File: src/rtl/exe_status_ctrl.sv
// EXE stage register with condition evaluation, status-register update and
// branch resolution for a conditional-execution pipeline.
module exe_status_ctrl #(
    parameter int DATA_W = 32,
    parameter int REG_W  = 4
) (
    input  logic              clk,
    input  logic              rst,
    input  logic              id_valid,
    input  logic [3:0]        id_exe_cmd,
    input  logic [DATA_W-1:0] id_val1,
    input  logic [DATA_W-1:0] id_val2,
    input  logic [REG_W-1:0]  id_dest,
    input  logic [3:0]        id_cond,
    input  logic              id_s,
    input  logic              id_wb_en,
    input  logic              id_mem_r,
    input  logic              id_mem_w,
    input  logic              id_branch,
    input  logic [DATA_W-1:0] id_pc,
    input  logic [23:0]       id_imm24,
    input  logic              stall,
    input  logic              flush,
    input  logic [3:0]        alu_status,
    output logic [3:0]        EXE_CMD,
    output logic [DATA_W-1:0] Val1,
    output logic [DATA_W-1:0] Val2,
    output logic              carry,
    output logic [REG_W-1:0]  exe_dest,
    output logic              exe_wb_en,
    output logic              exe_mem_r,
    output logic              exe_mem_w,
    output logic [3:0]        sr,
    output logic              branch_taken,
    output logic [DATA_W-1:0] branch_target
);

    logic              vld_p0;
    logic [3:0]        cmd_p0;
    logic [DATA_W-1:0] val1_p0;
    logic [DATA_W-1:0] val2_p0;
    logic [REG_W-1:0]  dest_p0;
    logic [3:0]        cond_p0;
    logic              s_p0;
    logic              wb_en_p0;
    logic              mem_r_p0;
    logic              mem_w_p0;
    logic              branch_p0;
    logic [DATA_W-1:0] pc_p0;
    logic [23:0]       imm_p0;
    logic              sr_done_p0;

    logic              cond_pass;
    logic              exec;
    logic              sr_upd;
    logic              bubble;
    logic signed [DATA_W-1:0] br_off;

    // flags are {N,Z,C,V}
    function automatic logic cond_check(input logic [3:0] c, input logic [3:0] f);
        logic n, z, cf, v;
        n  = f[3];
        z  = f[2];
        cf = f[1];
        v  = f[0];
        case (c)
            4'd0:    cond_check = z;
            4'd1:    cond_check = ~z;
            4'd2:    cond_check = cf;
            4'd3:    cond_check = ~cf;
            4'd4:    cond_check = n;
            4'd5:    cond_check = ~n;
            4'd6:    cond_check = v;
            4'd7:    cond_check = ~v;
            4'd8:    cond_check = cf & ~z;
            4'd9:    cond_check = ~cf | z;
            4'd10:   cond_check = (n == v);
            4'd11:   cond_check = (n != v);
            4'd12:   cond_check = ~z & (n == v);
            4'd13:   cond_check = z | (n != v);
            4'd14:   cond_check = 1'b1;
            default: cond_check = 1'b0;
        endcase
    endfunction

    assign cond_pass = cond_check(cond_p0, sr);
    assign exec      = vld_p0 & cond_pass;
    // sr_done keeps a stalled S instruction from re-sampling alu_status
    assign sr_upd    = exec & s_p0 & ~branch_p0 & ~sr_done_p0;
    assign bubble    = flush | branch_taken;

    assign br_off        = DATA_W'($signed(imm_p0)) <<< 2;
    assign branch_target = pc_p0 + $unsigned(br_off);
    assign branch_taken  = exec & branch_p0;

    assign EXE_CMD   = cmd_p0;
    assign Val1      = val1_p0;
    assign Val2      = val2_p0;
    assign exe_dest  = dest_p0;
    assign exe_wb_en = wb_en_p0 & exec;
    assign exe_mem_r = mem_r_p0 & exec;
    assign exe_mem_w = mem_w_p0 & exec;
    assign carry     = sr[1];

    // ID -> EXE stage boundary; sr updates independently of stall
    always_ff @(posedge clk or negedge rst) begin
        if (!rst) begin
            vld_p0     <= 1'b0;
            cmd_p0     <= '0;
            val1_p0    <= '0;
            val2_p0    <= '0;
            dest_p0    <= '0;
            cond_p0    <= '0;
            s_p0       <= 1'b0;
            wb_en_p0   <= 1'b0;
            mem_r_p0   <= 1'b0;
            mem_w_p0   <= 1'b0;
            branch_p0  <= 1'b0;
            pc_p0      <= '0;
            imm_p0     <= '0;
            sr_done_p0 <= 1'b0;
            sr         <= 4'b0000;
        end else begin
            if (sr_upd)
                sr <= alu_status;
            if (bubble) begin
                vld_p0     <= 1'b0;
                s_p0       <= 1'b0;
                wb_en_p0   <= 1'b0;
                mem_r_p0   <= 1'b0;
                mem_w_p0   <= 1'b0;
                branch_p0  <= 1'b0;
                sr_done_p0 <= 1'b0;
            end else if (stall) begin
                sr_done_p0 <= sr_done_p0 | sr_upd;
            end else begin
                vld_p0     <= id_valid;
                cmd_p0     <= id_exe_cmd;
                val1_p0    <= id_val1;
                val2_p0    <= id_val2;
                dest_p0    <= id_dest;
                cond_p0    <= id_cond;
                s_p0       <= id_s;
                wb_en_p0   <= id_wb_en;
                mem_r_p0   <= id_mem_r;
                mem_w_p0   <= id_mem_w;
                branch_p0  <= id_branch;
                pc_p0      <= id_pc;
                imm_p0     <= id_imm24;
                sr_done_p0 <= 1'b0;
            end
        end
    end

endmodule

File: config.mk
export PLATFORM = sky130hd
export DESIGN_NAME = exe_status_ctrl
export DESIGN_NICKNAME = d
export VERILOG_FILES = /design/src/rtl/exe_status_ctrl.sv
export SDC_FILE = /design/constraint.sdc
export NUM_CORES = 1
export LEC_CHECK = 0
export BUFFER_PORTS_ARGS = -buffer_cell sky130_fd_sc_hd__clkbuf_2
export CORE_UTILIZATION = 54
export DETAILED_ROUTE_END_ITERATION = 12
export PLACE_DENSITY = 0.86
export SKIP_CTS_REPAIR_TIMING = 1
export SLEW_MARGIN = 0
export SYNTH_ARGS = -nofsm -noshare
export SYNTH_HDL_FRONTEND = slang
export SYNTH_SLANG_ARGS = --single-unit
export TNS_END_PERCENT = 30
File: constraint.sdc
create_clock -name clk -period 5.6 [get_ports clk]
set_input_delay 1.12 -clock clk [delete_from_list [all_inputs] [get_ports clk]]
set_output_delay 1.12 -clock clk [all_outputs]
set_load 0.02 [all_outputs]
==> out/qor.csv, run 1 <==
stage,metric,value,unit
worst_setup_path,cell class contributing the biggest share of worst-path delay,compound AO/OA/AOI/OAI gates,
final_layout,Layout Cells excl Fill,1030,
sta,max-slew violation count,0,
die,io pins,259,
synth,cell taking the most area after synthesis,dfrtp_1,
clock_tree,Num Clock Sinks,143,
die,core area,12800,µm²
worst_setup_path,worst reg-to-reg path cell count,9,
synth,"FF+latch count, synth",143,
min_path,Worst Hold Class,reg2reg,
power,Leak,0.00449,µW
clock_tree,H-tree Lvls,4,
min_path,WHS Endpoint,Val1[24]$_DFFE_PN0P_,
synth,Synth Area in XOR/XNOR,2.42,%
power,pwr/cell area,418,nW/µm²
synth,Mapped Nets,769,
worst_setup_path,worst path required time,4.48,ns
clock_tree,clock tree from TritonCTS,yes,
global_route,antenna violations before repair,1,
place,Post-Place Cells,998,
synth,Synth Area in Adders,5.29,%
worst_setup_path,slowest cell delay on critical path,0.53,ns
die,FP Rows,41,
clock_tree,Clock Path Buffers,2,
worst_setup_path,"Buf+Inv Stages, Crit Path",2,
routing,Vias,5603,
synth,Yosys cell types,56,
final_layout,Layout fillers,945,
job,max-capacitance violation count,0,
worst_setup_path,endpoint class of the critical path,output pin,
place,setup slack at placement,1.51,ns
final_layout,"leading cell type in the layout, fill and taps excluded",clkbuf_2,
sta,FMAX,220,MHz
worst_setup_path,R2R Path End,imm_p0[8]$_DFFE_PN0P_,
global_route,gr usage total,26.7,%
sta,setup violators final,0,
final_layout,most frequent cells in the layout,"clkbuf_2 (257), dfrtp_1 (143), mux2_1 (80)",
worst_setup_path,Reg2Reg Launch Point,sr[0]$_DFFE_PN0P_,
worst_setup_path,Setup crit start kind,register,
routing,DRT Pass-1 Iters,4,
global_route,first-pass GRT wire length,28900,µm
synth,area fraction in compound gates after synthesis,9.56,%
min_path,hold_sp,Val1[24]$_DFFE_PN0P_,
synth,largest family of logic cells by synthesized area,multiplexers,
worst_setup_path,crit path kind,reg2out,
sta,Max-Slew Margin vs Limit,34.2,%
global_route,vias in the first global route,5908,
synth,average size of a mapped cell,12.2,µm²
routing,DRC viols,0,
synth,Simple-Gate Fraction of Synth Area,7.16,%
synth,sequential share of the synthesized area,49.4,%
place,GP Congestion,0.890,
power,Max VDD drop,0.251,mV
routing,wire length per cell,17.4,µm
die,die width,118,µm
clock_tree,"Clk pin slew, worst setup/hold paths",0.06,ns
synth,number of flops mapped to enable cells by yosys,0,
worst_setup_path,Crit-path slowest cell,o31ai_1,
sta,RSZ-0062 raised after global routing,no,
synth,"Warnings, synthesis",0,
worst_setup_path,top fanout value on the critical path,4,
final_layout,Nets,1021,
synth,Area contributors post-synth,"dfrtp_1 (49%), mux2_1 (12%), mux2_2 (8.7%), ha_1 (5.0%), a21oi_1 (2.1%)",
worst_setup_path,"Critical Path, Cell by Cell",ha_1 -> inv_1 -> fa_1 -> nor2b_1 -> o21ai_0 -> a21boi_0 -> o31ai_1 -> a21oi_1 -> a311o_1 -> a221oi_1 -> clkbuf_2,
clock_tree,"Clk Latency, worst-skew pair",0.41,ns
worst_setup_path,Critical Path AT,3.43,ns
sta,final hold vios,0,
global_route,largest net degree at the start of global routing,108,
die,Initial Util,56.4,%
sta,final worst-path cycle share,81.2,%
sta,setup_tns,0,ns
final_layout,P&R area growth vs syn,26.4,%
die,full die area,13900,µm²
synth,mux contribution to synthesized area,22.8,%
routing,antenna-violating nets left,0,
routing,Via-to-Cell Ratio,5.44,
place,number of port buffers,258,
routing,Total Wirelength,17900,µm
min_path,hold path depth,1,
sta,final worst slack,1.05,ns
status,status,completed,
global_route,GR Overflow Total,0,
die,Die Height,118,µm
sta,pin slew with the least headroom to its limit,0.987,ns
synth,Mapped Area,7240,µm²
synth,ys flop type,dfrtp_1,
sta,post-route minimum period,4.55,ns
synth,Synth top area share,49.4,%
place,post-DP HPWL,13300,µm
final_layout,share of layout cells above drive strength 1,41.7,%
synth,post-synthesis async set-or-reset flop share,100,%
synth,cell count after synthesis,593,
routing,DRT iter0 DRCs,354,
clock_tree,CTS root buf,clkbuf_16,
clock_tree,CTS Buf Count,17,
sta,skew final,0.00837,ns
worst_setup_path,flop-to-flop setup slack,2.19,ns
sta,hold slack final,0.483,ns
report_power, final:
| part | switching, µW | total (µW) | leakage, µW | internal (µW) |
|---|---|---|---|---|
| logic | 880 | 1450 | 0.00253 | 575 |
| registers | 111 | 1310 | 0.00169 | 1190 |
| clock network | 441 | 1070 | 0.000274 | 624 |
| total | 1430 | 3820 | 0.00449 | 2390 |
Yosys cell counts, types with 3 or more instances:
cell type,count
dfrtp_1,143
mux2_1,80
mux2_2,56
a21oi_1,31
ha_1,29
nor2_1,26
nand2_1,21
o21ai_0,19
xnor2_1,14
a21o_1,13
inv_1,13
mux2i_1,12
nand3_1,10
nor3_1,10
clkbuf_1,9
buf_6,8
a31oi_1,7
nor2b_1,7
a211oi_1,6
buf_2,6
xor2_1,6
and3_1,5
o21a_1,5
buf_4,4
nand2b_1,4
o211ai_1,4
and2_1,3
nand4_1,3
o21ai_1,3
or2_2,3
layer usage:
layer / vias up / wire length, µm / track usage [%]
met2: 176 / 9340 / 47.5
met5: - / 0 / 0
met4: 0 / 329 / 8.33
met3: 20 / 1170 / 8.43
met1: 2753 / 7040 / 30.3
li1: 2654 / - / -
cells by family (layout without fill, tap and decap cells):
logic type               after synthesis  in the layout
other                                  0              1
adder cells (fa/ha/maj)               30             30
AND/OR/NAND/NOR                      103            103
buffers and inverters                 42            306
AO/OA/AOI/OAI                        107            107
XOR/XNOR                              20             20
multiplexers                         148            148
flip-flops                           143            143
worst max path at each step:
| stage | startpoint | slack (ns) | depth (start not counted) | endpoint |
|---|---|---|---|---|
| 2_1_floorplan | pc_p0[2]$_DFFE_PN0P_ | 1.67 | 10 | branch_target[16] |
| 3_3_place_gp | pc_p0[2]$_DFFE_PN0P_ | 1.57 | 11 | branch_target[28] |
| 3_5_place_dp | pc_p0[2]$_DFFE_PN0P_ | 1.51 | 11 | branch_target[28] |
| 4_1_cts | pc_p0[2]$_DFFE_PN0P_ | 1.05 | 11 | branch_target[28] |
| 5_1_grt | pc_p0[2]$_DFFE_PN0P_ | 0.79 | 11 | branch_target[28] |
| 6_report | pc_p0[2]$_DFFE_PN0P_ | 1.05 | 11 | branch_target[28] |
area by class of cell:
class,count,area (µm²),share of cell area [%]
Timing Repair Buffer,262,1330,14.5
Tap cell,172,215,2.35
Clock inverter,12,110,1.20
Multi-Input combinational cell,408,3430,37.4
Antenna cell,1,2.50,0.0273
Clock buffer,19,443,4.84
Sequential cell,143,3580,39.1
Inverter,13,48.8,0.533
metrics by stage:
| step | area (µm²) | util [%] | power (µW) |
|---|---|---|---|
| after floorplan | 7240 | - | 2300 |
| after global placement | 8600 | 67.0 | 2730 |
| after detailed placement | 8600 | 67.0 | 2770 |
| after CTS | 9150 | 71.3 | 3850 |
| after global routing | 9150 | 71.4 | 4020 |
| final | 9150 | 71.4 | 3820 |
registers in the layout, summed over array words and instances (netlist names), 4 cells and up:
signal,count
exe_dest,4
pc_p0,32
Val2,32
cond_p0,4
EXE_CMD,4
imm_p0,24
Val1,32
sr,4
worst register-to-register path: cells and delay by family (launching register included):
kind	cells	cell delay [ns]
xor gates and xnor gates	1	0.18
muxes	1	0.44
AOI/OAI and AO/OA	2	0.41
and+or+nand+nor	3	0.68
buffers and inverters	2	1.13
DFF	1	0.43
No activity file was read; power rests on OpenSTA's default activity.
==> run 2, diff against run 1 <==
Settings changed: CORE_UTILIZATION 54 to 50, PLACE_DENSITY 0.86 to 0.8.
Clock period 5.6 ns to 4.25 ns, I/O delays scaled along.
==> out/qor.csv, run 2 (synthesized netlist as in run 1, its figures left out) <==
stage,metric,value,unit,change
status,status,completed,,unchanged
job,max-capacitance violation count,0,,unchanged
clock_tree,Num Clock Sinks,143,,unchanged
worst_setup_path,worst reg-to-reg path cell count,8,,was 9
worst_setup_path,top fanout value on the critical path,6,,was 4
routing,DRC viols,0,,unchanged
sta,post-route minimum period,4.05,ns,
place,Post-Place Cells,1005,,was 998
die,io pins,259,,unchanged
sta,final worst-path cycle share,95.3,%,
min_path,Worst Hold Class,in2async,,was reg2reg
final_layout,Layout Cells excl Fill,1038,,was 1030
global_route,first-pass GRT wire length,27700,µm,was 28900 µm
global_route,largest net degree at the start of global routing,111,,was 108
power,pwr/cell area,560,nW/µm²,was 418 nW/µm²
sta,pin slew with the least headroom to its limit,0.715,ns,was 0.987 ns
clock_tree,H-tree Lvls,4,,unchanged
sta,max-slew violation count,0,,unchanged
sta,skew final,0.00889,ns,was 0.00837 ns
place,number of port buffers,258,,unchanged
worst_setup_path,endpoint class of the critical path,output pin,,unchanged
worst_setup_path,crit path kind,reg2out,,unchanged
global_route,antenna violations before repair,1,,unchanged
clock_tree,"Clk Latency, worst-skew pair",0.42,ns,was 0.41 ns
routing,antenna-violating nets left,0,,unchanged
final_layout,Nets,1020,,was 1021
clock_tree,CTS root buf,clkbuf_16,,unchanged
sta,RSZ-0062 raised after global routing,no,,unchanged
die,Initial Util,51.7,%,was 56.4%
routing,Via-to-Cell Ratio,5.43,,was 5.44
die,full die area,15000,µm²,was 13900 µm²
power,Leak,0.00452,µW,was 0.00449 µW
place,GP Congestion,0.953,,was 0.890
clock_tree,CTS Buf Count,17,,unchanged
final_layout,share of layout cells above drive strength 1,42.2,%,was 41.7%
worst_setup_path,Critical Path AT,3.20,ns,was 3.43 ns
final_layout,register area,3580,µm²,unchanged
final_layout,P&R area growth vs syn,28.2,%,was 26.4%
final_layout,"leading cell type in the layout, fill and taps excluded",clkbuf_2,,unchanged
global_route,gr usage total,24.5,%,was 26.7%
sta,final hold vios,0,,unchanged
die,die width,122,µm,was 118 µm
sta,setup violators final,0,,unchanged
worst_setup_path,Setup crit start kind,register,,unchanged
place,post-DP HPWL,13100,µm,was 13300 µm
routing,DRT Pass-1 Iters,4,,unchanged
routing,Total Wirelength,17700,µm,was 17900 µm
global_route,GR Overflow Total,0,,unchanged
clock_tree,Clock Path Buffers,2,,unchanged
clock_tree,clock tree from TritonCTS,yes,,unchanged
routing,Vias,5635,,was 5603
final_layout,footprint of the multi-input gates,3470,µm²,was 3430 µm²
sta,Max-Slew Margin vs Limit,52.3,%,was 34.2%
die,FP Rows,43,,was 41
routing,DRT iter0 DRCs,365,,was 354
power,Max VDD drop,0.330,mV,was 0.251 mV
die,core area,14000,µm²,was 12800 µm²
final_layout,Layout fillers,1078,,was 945
sta,FMAX,247,MHz,
final_layout,most frequent cells in the layout,"clkbuf_2 (257), dfrtp_1 (143), mux2_1 (80)",,unchanged
worst_setup_path,worst path required time,3.40,ns,was 4.48 ns
global_route,vias in the first global route,5604,,was 5908
routing,wire length per cell,17.1,µm,was 17.4 µm
final_layout,Util after Layout,66.4,%,was 71.4%
die,Die Height,122,µm,was 118 µm
clock_tree,"Clk pin slew, worst setup/hold paths",0.06,ns,about the same
## run 2: cell count changes in the layout (fill, tap and decap cells not counted), moves of 2 or more
| cell | delta |
|---|---|
| clkinv_2 | -3 |
| buf_12 | +2 |
| inv_8 | +2 |
| clkbuf_8 | +2 |
| buf_4 | -3 |
## run 2: where the power goes
| group | leakage, µW | internal, µW | total (µW) | switching, µW |
|---|---|---|---|---|
| sequential | 0.00169 | 1570 | 1710 | 140 |
| clock | 0.000298 | 926 | 1540 | 612 |
| combinational | 0.00254 | 769 | 1940 | 1180 |
| total | 0.00452 | 3270 | 5200 | 1930 |
## run 2: final cells by class
class	count	share of cell area [%]
antenna	1	0.0270
multi-input combinational	408	37.4
clock inverter	12	1.58
timing repair buffer	261	14.5
clock buffer	20	5.03
sequential	143	38.6
tap	180	2.43
inverter	13	0.526
## run 2: final timing paths
| check | startpoint | endpoint | slack (ns) |
|---|---|---|---|
| setup / recovery | pc_p0[8]$_DFFE_PN0P_ | branch_target[25] | 0.20 |
| hold / removal | rst | pc_p0[12]$_DFFE_PN0P_ | 0.43 |
| setup reg to reg | sr[0]$_DFFE_PN0P_ | Val1[10]$_DFFE_PN0P_ | 1.50 |
| hold reg to reg | exe_dest[2]$_DFFE_PN0P_ | exe_dest[2]$_DFFE_PN0P_ | 0.48 |
| max in group asynchronous | rst | sr[1]$_DFFE_PN0P_ | 3.03 |
| min in group clk | exe_dest[2]$_DFFE_PN0P_ | exe_dest[2]$_DFFE_PN0P_ | 0.48 |
## run 2: through the flow
stage | setup WS, ns | total power (µW) | hold slack, ns | setup TNS (ns) | instance area, µm²
6_report | 0.200 | 5200 | 0.432 | 0 | 9280
5_1_grt | 0.0360 | 5480 | 0.498 | 0 | 9280
4_1_cts | -0.108 | 5200 | 0.469 | -0.172 | 9240
3_5_place_dp | 0.413 | 3640 | 0.474 | 0 | 8620
3_3_place_gp | 0.442 | 3600 | 0.468 | 0 | 8620
2_1_floorplan | 0.588 | 3030 | 0.459 | 0 | 7240
## run 2: worst max-delay path, stage by stage (launching register included)
cell,delay [ns]
dfrtp_1,0.38
ha_1,0.38
a21o_1,0.21
a211oi_1,0.24
o211ai_1,0.22
and4_1,0.28
o2111ai_1,0.30
a21oi_1,0.11
or3b_2,0.48
clkbuf_2,0.17
## run 2: layer usage
metal,global-route usage [%],vias up,part of all wire [%]
met3,8.36,35,7.6
met2,40.7,219,50
li1,-,2664,-
met1,29.0,2717,40
met5,0,-,0
met4,9.76,0,2.4
